===== src/rtl/echo_indication_p2m_pkg.sv =====
// Shared definitions for the Echo indication pipe-to-method demarshaller:
// method ids, expected message lengths, header field offsets and the message type.
package echo_indication_p2m_pkg;

  localparam int MSG_W = 128;

  typedef logic [MSG_W-1:0] msg_t;

  // Method ids carried in the low header half-word
  localparam logic [15:0] HEARD_ID  = 16'd0;
  localparam logic [15:0] HEARD2_ID = 16'd1;
  localparam logic [15:0] HEARD3_ID = 16'd2;

  // Message lengths in 32-bit words, header included
  localparam logic [15:0] HEARD_LEN  = 16'd2;
  localparam logic [15:0] HEARD2_LEN = 16'd2;
  localparam logic [15:0] HEARD3_LEN = 16'd4;

  // Header layout
  localparam int ID_LSB      = 0;
  localparam int LEN_LSB     = 16;
  localparam int PAYLOAD_LSB = 32;

  function automatic logic [15:0] msg_id(input msg_t m);
    return m[ID_LSB +: 16];
  endfunction

  function automatic logic [15:0] msg_len(input msg_t m);
    return m[LEN_LSB +: 16];
  endfunction

endpackage


===== src/rtl/echo_indication_p2m_fifo.sv =====
// Generic DEPTH-entry register FIFO; occupancy tracked by a count register
// one bit wider than the pointers so full and empty are unambiguous.
module echo_msg_fifo #(
  parameter int DEPTH = 2,
  parameter int W     = 128
) (
  input  logic         i_clk,
  input  logic         i_rst_n,
  input  logic         i_enq,
  input  logic [W-1:0] i_data,
  input  logic         i_deq,
  output logic [W-1:0] o_data,
  output logic         o_full,
  output logic         o_empty
);

  localparam int PTR_W = $clog2(DEPTH);

  logic [W-1:0]   r_mem [DEPTH];
  logic [PTR_W-1:0] r_wr_ptr;
  logic [PTR_W-1:0] r_rd_ptr;
  logic [PTR_W:0]   r_count;
  logic             w_do_enq;
  logic             w_do_deq;

  assign o_full   = (r_count == (PTR_W+1)'(DEPTH));
  assign o_empty  = (r_count == '0);
  assign w_do_enq = i_enq && !o_full;
  assign w_do_deq = i_deq && !o_empty;
  assign o_data   = r_mem[r_rd_ptr];

  // Pointer and occupancy bookkeeping; pointers wrap naturally at DEPTH
  always_ff @(posedge i_clk or negedge i_rst_n) begin
    if (!i_rst_n) begin
      r_wr_ptr <= '0;
      r_rd_ptr <= '0;
      r_count  <= '0;
    end else begin
      if (w_do_enq) r_wr_ptr <= r_wr_ptr + 1'b1;
      if (w_do_deq) r_rd_ptr <= r_rd_ptr + 1'b1;
      case ({w_do_enq, w_do_deq})
        2'b10:   r_count <= r_count + 1'b1;
        2'b01:   r_count <= r_count - 1'b1;
        default: r_count <= r_count;
      endcase
    end
  end

  // Message storage; contents are qualified by the count, so no reset needed
  always_ff @(posedge i_clk) begin
    if (w_do_enq) r_mem[r_wr_ptr] <= i_data;
  end

endmodule


===== src/rtl/echo_indication_p2m.sv =====
// Echo indication demarshaller: buffers 128-bit pipe messages, validates the
// header at the buffer head and re-issues them as heard/heard2/heard3 calls.
// Malformed heads are discarded and counted in a saturating drop counter.
module echo_indication_p2m
  import echo_indication_p2m_pkg::*;
#(
  parameter int DEPTH = 2,
  parameter int CNTW  = 16
) (
  input  logic            CLK,
  input  logic            nRST,
  input  logic            pipe_enq__ENA,
  input  logic [127:0]    pipe_enq_v,
  output logic            pipe_enq__RDY,
  output logic            method_heard__ENA,
  output logic [31:0]     method_heard_v,
  input  logic            method_heard__RDY,
  output logic            method_heard2__ENA,
  output logic [15:0]     method_heard2_a,
  output logic [15:0]     method_heard2_b,
  input  logic            method_heard2__RDY,
  output logic            method_heard3__ENA,
  output logic [15:0]     method_heard3_a,
  output logic [31:0]     method_heard3_b,
  output logic [31:0]     method_heard3_c,
  output logic [15:0]     method_heard3_d,
  input  logic            method_heard3__RDY,
  output logic [CNTW-1:0] drop_count
);

  msg_t            w_head;
  logic            w_full;
  logic            w_empty;
  logic            w_head_vld;
  logic            w_push;
  logic            w_pop;
  logic            w_is_heard;
  logic            w_is_heard2;
  logic            w_is_heard3;
  logic            w_bad;
  logic [15:0]     w_id;
  logic [15:0]     w_len;
  logic [CNTW-1:0] r_drop_count;

  // Refused while in reset and whenever the buffer is full; no pop pass-through
  assign pipe_enq__RDY = nRST && !w_full;
  assign w_push        = pipe_enq__ENA && pipe_enq__RDY;

  echo_msg_fifo #(
    .DEPTH (DEPTH),
    .W     (MSG_W)
  ) u_fifo (
    .i_clk   (CLK),
    .i_rst_n (nRST),
    .i_enq   (w_push),
    .i_data  (pipe_enq_v),
    .i_deq   (w_pop),
    .o_data  (w_head),
    .o_full  (w_full),
    .o_empty (w_empty)
  );

  assign w_head_vld = !w_empty;
  assign w_id       = msg_id(w_head);
  assign w_len      = msg_len(w_head);

  // Head classification: a method is recognised only with its exact length
  assign w_is_heard  = (w_id == HEARD_ID)  && (w_len == HEARD_LEN);
  assign w_is_heard2 = (w_id == HEARD2_ID) && (w_len == HEARD2_LEN);
  assign w_is_heard3 = (w_id == HEARD3_ID) && (w_len == HEARD3_LEN);
  assign w_bad       = w_head_vld && !(w_is_heard || w_is_heard2 || w_is_heard3);

  // At most one call fires: the classifications are mutually exclusive
  assign method_heard__ENA  = w_head_vld && w_is_heard  && method_heard__RDY;
  assign method_heard2__ENA = w_head_vld && w_is_heard2 && method_heard2__RDY;
  assign method_heard3__ENA = w_head_vld && w_is_heard3 && method_heard3__RDY;

  // Delivered or discarded heads leave the buffer on the same edge
  assign w_pop = method_heard__ENA || method_heard2__ENA || method_heard3__ENA || w_bad;

  // Arguments mirror the head whenever it is valid, zero when empty
  always_comb begin
    method_heard_v  = '0;
    method_heard2_a = '0;
    method_heard2_b = '0;
    method_heard3_a = '0;
    method_heard3_b = '0;
    method_heard3_c = '0;
    method_heard3_d = '0;
    if (w_head_vld) begin
      method_heard_v  = w_head[PAYLOAD_LSB +: 32];
      method_heard2_a = w_head[PAYLOAD_LSB +: 16];
      method_heard2_b = w_head[PAYLOAD_LSB+16 +: 16];
      method_heard3_a = w_head[PAYLOAD_LSB +: 16];
      method_heard3_b = w_head[PAYLOAD_LSB+16 +: 32];
      method_heard3_c = w_head[PAYLOAD_LSB+48 +: 32];
      method_heard3_d = w_head[PAYLOAD_LSB+80 +: 16];
    end
  end

  // Saturating count of discarded malformed messages
  always_ff @(posedge CLK or negedge nRST) begin
    if (!nRST) begin
      r_drop_count <= '0;
    end else if (w_bad && (r_drop_count != {CNTW{1'b1}})) begin
      r_drop_count <= r_drop_count + 1'b1;
    end
  end

  assign drop_count = r_drop_count;

endmodule


===== config.mk =====
export PLATFORM = sky130hd
export DESIGN_NAME = echo_indication_p2m
export DESIGN_NICKNAME = d
export VERILOG_FILES = /design/src/rtl/echo_indication_p2m_pkg.sv /design/src/rtl/echo_indication_p2m_fifo.sv /design/src/rtl/echo_indication_p2m.sv
export SDC_FILE = /design/constraint.sdc
export NUM_CORES = 1
export LEC_CHECK = 0
export CORE_UTILIZATION = 54
export CTS_BUF_LIST = sky130_fd_sc_hd__clkbuf_4
export CTS_CLUSTER_DIAMETER = 200
export DETAILED_ROUTE_END_ITERATION = 16
export HOLD_SLACK_MARGIN = 0.03
export MAX_ROUTING_LAYER = met4
export PLACE_DENSITY = 0.88
export SETUP_SLACK_MARGIN = 0.5
export SKIP_LAST_GASP = 1
export SLEW_MARGIN = 30
export SYNTH_ARGS = -nofsm -noshare
export SYNTH_HDL_FRONTEND = slang
export SYNTH_HIERARCHICAL = 1
export SYNTH_SLANG_ARGS = --single-unit

===== constraint.sdc =====
create_clock -name CLK -period 11.27 [get_ports CLK]
set_input_delay 1.127 -clock CLK [delete_from_list [all_inputs] [get_ports CLK]]
set_output_delay 1.127 -clock CLK [all_outputs]
set_load 0.1 [all_outputs]

Word level (Yosys, flattened, before mapping)
Memories as Yosys holds them, arrays and structs flattened.
Index checks and enable logic that the tools add are counted.
{ "totals": {"ff_bits": 20, "mem_bits_rw": 256, "out_inout_bits": 180, "n_memories": 1} }
{ "classes": {"n_addsub": 5, "eq_ne": 8, "muxes": 9, "n_reduce_logical": 26} }
{ "mem_list": {"columns": ["memory", "depth", "width", "rd", "rd_clocked_by_memory_dff", "write_ports", "line", "text"], "rows": [
  ["u_fifo.r_mem", 2, 128, 1, 0, 1, "echo_indication_p2m_fifo.sv:19", "logic [W-1:0] r_mem [DEPTH];"]
]} }
{ "ops": {"columns": ["op", "n"], "rows": [
  ["$mux W32", 3],
  ["$mux W16", 3],
  ["$eq A16 B2 Y1 const B", 2],
  ["$add A16 B1 Y16 const B", 1],
  ["$eq A16 B1 Y1 const B", 1],
  ["$eq A16 B3 Y1 const B", 1],
  ["$logic_not A16 Y1", 1],
  ["$ne A16 B16 Y1 const B", 1],
  ["$logic_and A1 B1 Y1", 15],
  ["$logic_or A1 B1 Y1", 5],
  ["$eq A2 B2 Y1 const B", 2],
  ["$pmux W2 S2", 1],
  ["$logic_not A1 Y1", 3],
  ["$add A1 B1 Y1 const B", 2],
  ["$add A2 B1 Y2 const B", 1],
  ["$eq A2 B1 Y1 const B", 1],
  ["$logic_not A2 Y1", 1],
  ["$mux W1", 2],
  ["$reduce_bool A2 Y1", 1],
  ["$sub A2 B1 Y2 const B", 1]
]} }

Longest topological paths before layout
An unclocked memory read counts as a cell.
{ "logic_depth": {"ltp_word": 11, "depth_mapped": 13, "ltp_nobuf": 11} }

Modules after synthesis
The synthesis kept the hierarchy.
{ "modules_own_cells": {"columns": ["module", "instances", "cells_per_inst", "area_each_um2", "seq_area_each_um2"], "rows": [
  ["echo_msg_fifo", 1, 416, 9474.1, 7787.5],
  ["echo_indication_p2m", 1, 275, 2110.8, 400.4]
]} }

Least setup slack after synthesis
No wires, ideal clock.
{ "synth_timing": {"path_kind": "input to register", "from": "input port nRST", "to": "memory u_fifo.r_mem[0][0] (enable)", "setup_time_ns": 0.617, "arrival_ns": 8.198, "t_required_ns": 10.653, "path_slack_ns": 2.455, "path_stages": 4, "cell_sequence": "nor2b_1 -> and2_1 -> nand2_1 -> nor2_1"} }
{ "synth_via": {"elab_chain_cells": 5} }
{ "synth_rtl": {"columns": ["item", "line", "text"], "rows": [
  ["start, declared", "echo_indication_p2m.sv:11", "input logic nRST,"],
  ["$logic_and A1 B1 Y1", "echo_indication_p2m.sv:46", "assign pipe_enq__RDY = nRST && !w_full;"],
  ["$logic_and A1 B1 Y1", "echo_indication_p2m.sv:47", "assign w_push = pipe_enq__ENA && pipe_enq__RDY;"],
  ["named net w_push", "echo_indication_p2m.sv:35", "logic w_push;"],
  ["$logic_and A1 B1 Y1", "echo_indication_p2m_fifo.sv:28", "assign w_do_enq = i_enq && !o_full;"],
  ["$mux W1", "echo_indication_p2m_fifo.sv:51", "if (w_do_enq) r_mem[r_wr_ptr] <= i_data;"],
  ["$mux W1 (not written as such)", "echo_indication_p2m_fifo.sv:51", null],
  ["end, declared", "echo_indication_p2m_fifo.sv:19", null]
]} }
The timed path passes the listed nets, and every way through them passes these cells.

Final worst setup path
{ "layout_timing": {"from": "register u_fifo.r_rd_ptr", "to": "output port method_heard__ENA"} }
{ "layout_via": {"elab_chain_cells": 5} }
{ "layout_rtl": {"columns": ["item", "line", "text"], "rows": [
  ["start, declared", "echo_indication_p2m_fifo.sv:21", "logic [PTR_W-1:0] r_rd_ptr;"],
  ["start signal, assigned", "echo_indication_p2m_fifo.sv:40", "if (w_do_deq) r_rd_ptr <= r_rd_ptr + 1'b1;"],
  ["$mem_v2 Z2 W128", null, null],
  ["named net w_head[9]", "echo_indication_p2m.sv:31", "msg_t w_head;"],
  ["$logic_not A16 Y1", "echo_indication_p2m.sv:68", "assign w_is_heard = (w_id == HEARD_ID) && (w_len == HEARD_LEN);"],
  ["$logic_and A1 B1 Y1", "echo_indication_p2m.sv:68", null],
  ["$logic_and A1 B1 Y1 (2 in a row)", "echo_indication_p2m.sv:74", "assign method_heard__ENA = w_head_vld && w_is_heard && method_heard__RDY;"],
  ["end, declared", "echo_indication_p2m.sv:15", "output logic method_heard__ENA,"]
]} }
The timed path passes the listed nets, and every way through them passes these cells.

==> metrics.log <==
[metrics] Primary FF master, synth: edfxtp_1
[metrics] Slew headroom: 30.7%
[metrics] required time worst endpoint: 10140 ps
[metrics] Core ar.: 0.0210 mm^2
[metrics] worst reg-to-reg setup slack: 7100 ps
[metrics] Clk Latency, worst-skew pair: 620 ps
[metrics] status: finished clean
[metrics] final setup violating endpoints: 0
[metrics] Initial Utilization: 55.1%
[metrics] drt initial violations: 242
[metrics] chip height: 148 um
[metrics] Crit Reg-Reg Endpoint: u_fifo/r_count[1]
[metrics] Root Buffer: clkbuf_4
[metrics] Die Span X: 148 um
[metrics] Port Buffers: 313
[metrics] via count: 6713
[metrics] Inserted Clock Buffers: 68
[metrics] Crit-path slowest cell: clkdlybuf4s50_1
[metrics] count of H-tree levels built during CTS: 3
[metrics] number of nets with antenna violations after routing: 0
[metrics] WL per Instance: 18.1 um
[metrics] layout overhead on the synthesized area: 32.1%
[metrics] remaining design rule violation count: 0
[metrics] post_cts resized: 0
[metrics] Worst Reg2Reg Path Length in Cells: 11
[metrics] worst setup path class: reg -> out
[metrics] total negative slack: 0 ps
[metrics] Largest stage delay, worst path: 1170 ps
[metrics] total congestion overflow after global routing: 0
[metrics] weighted congestion at the end of routability-driven global placement: 0.778
[metrics] fraction of final layout cells sized beyond drive strength 1: 24.3%
[metrics] Setup Fix Bufs, Post-CTS: 0
[metrics] clock tree sinks: 276
[metrics] hold violation total from the final report: 0
[metrics] Post-Route Skew: 36.7 ps
[metrics] Die Footprint: 0.0220 mm^2
[metrics] count of boundary I/O pins: 314
[metrics] register bit count reported by yosys: 276
[metrics] via count of the first global-routing pass: 7095
[metrics] GRT Util Overall: 22.0%
[metrics] post-detail-place hpwl: 15.6 mm
[metrics] number of logic stages on the critical path including buffering: 8
[metrics] area of the mapped netlist: 0.0116 mm^2
[metrics] row count: 53
[metrics] count of TritonRoute iterations in the first routing pass: 4
[metrics] number of buffer and inverter instances along the worst setup path: 2
[metrics] critical-path maximum fanout: 51
[metrics] final wirelength: 23.6 mm
[metrics] commonest cells in the synthesized netlist: edfxtp_1, mux2_2, nor2b_1
[metrics] Yosys warning count: 6
[metrics] top achievable clock speed: 173 MHz
[metrics] Nets: 1126
[metrics] final worst-path cycle share: 51.4%
[metrics] startpoint of the worst-slack reg-to-reg timing path: u_fifo/r_rd_ptr
[metrics] CP top delay family: buffers and inverters
[metrics] Worst Tran Pin Value: 1040 ps
[metrics] clock tree from TritonCTS: yes
[metrics] unrepaired setup endpoints after global routing: no
[metrics] share of the synthesized area in the top cell type: 66.4%
[metrics] CP Cell Sequence: buf_4 -> mux2_2 -> nor4_1 -> nand4_1 -> nor2_1 -> nand2_1 -> nor3_1 -> clkdlybuf4s50_1
[metrics] max-cap check violation count: 0
[metrics] number of max-slew violations in the final report: 0
[metrics] Hold-fix buffers, CTS: 0
[metrics] cell type with the largest total area after synthesis: edfxtp_1
[metrics] fraction of the yosys area taken by sequential cells: 70.7%
[metrics] asr flop ratio synth: 7.25%
[metrics] Setup crit start kind: flip-flop
[metrics] Bufs on Longest Clock Path: 3
[metrics] launching instance or port of the critical path: u_fifo/r_rd_ptr
[metrics] crit path capture: method_heard__ENA
[metrics] most used standard cell by instance count after synthesis: edfxtp_1
[metrics] clock slew at reported path FFs: 60 ps
[metrics] number of antenna violations at the first check in global routing: 1
[metrics] synthesized area per cell: 16.8 um^2
[metrics] Mapped Cells: 691
[metrics] Hold WC Path Type: reg -> reg
[metrics] vias per cell: 5.16
[metrics] global-route wire length before repair: 35.6 mm
[metrics] cell types with the largest area share after synthesis: edfxtp_1, mux2_2, nor2b_1, dfrtp_1, buf_4
[metrics] data arrival time of the critical path: 4670 ps
[metrics] library cells used by synthesis: 37
[metrics] number of flops mapped to enable cells by yosys: 256
[metrics] type of destination of the critical path: output port
[metrics] clock period minus worst slack: 5790 ps
[metrics] pin count of the biggest net entering global routing: 87
[metrics] synthesized netlist net count: 827
[worst min-delay path by stage]
stage / slack (ps) / startpoint / end / cells after the start
final: 490 / drop_count[7] / drop_count[7] / 1
after CTS: 490 / drop_count[7] / drop_count[7] / 1
after detailed placement: 480 / drop_count[7] / drop_count[7] / 1
after floorplan: 460 / u_fifo/r_wr_ptr / u_fifo/r_wr_ptr / 1
after global placement: 480 / drop_count[7] / drop_count[7] / 1
after global routing: 520 / drop_count[7] / drop_count[7] / 1
[metal layers]
layer | track usage, % | up-vias | routed length, um
met1 | 25.0 | 3268 | 9090
met2 | 36.4 | 288 | 12200
met5 | - | - | 0
met3 | 5.77 | 40 | 1750
met4 | 9.90 | 0 | 554
li1 | - | 3117 | -
[per-stage QoR]
step	cell area [um^2]	worst slack (ps)	hold slack (ps)	cells	util, %
floorplan	11600	2460	461	691	-
global placement	14400	6180	479	1194	68.7
detailed placement	14400	6050	482	1194	68.6
CTS	15300	5350	490	1299	72.6
global route	15300	5130	521	1301	72.8
finish	15300	5480	491	1301	72.8
[cells in the final DEF, fill, tap and decap left out, types with 6 or more instances in the layout]
cell and count:
buf_4 6, nor2b_1 98, edfxtp_1 256, nand3_1 6, nor4_1 16, xor2_1 15
clkdlybuf4s50_1 309, dfrtp_1 19, nand2_1 9, mux2_2 128, clkbuf_4 98, nor2_1 6
[kinds of logic (layout without fill, tap and decap cells)]
logic type      after synthesis  after routing  synth area share, %
other cells                   0              1                    0
buf+inv                      96            430                 6.10
flops                       276            276                 70.7
simple gates                163            163                 8.63
compound gates                5              5                0.259
fa+ha+maj                     2              2                0.216
mux                         131            131                 12.8
xor+xnor                     18             18                 1.36
[area by class of cell]
| class | count | area (um^2) |
|---|---|---|
| fill | 1267 | 5720 |
| clock inverter | 7 | 105 |
| sequential | 276 | 8190 |
| tap | 275 | 344 |
| clock buffer | 98 | 736 |
| timing repair buffer | 321 | 3200 |
| multi-input combinational | 319 | 2710 |
| inverter | 4 | 15.0 |
| antenna | 1 | 2.50 |
[state kept, by name (all words and copies together), names as in the netlist]
register         cells
u_fifo/r_wr_ptr      1
u_fifo/r_rd_ptr      1
u_fifo/r_count       2
drop_count          16
u_fifo/r_mem       256
Power is not shown: default switching activity piles up to over one toggle a cycle in this logic, so the estimate is an artifact.
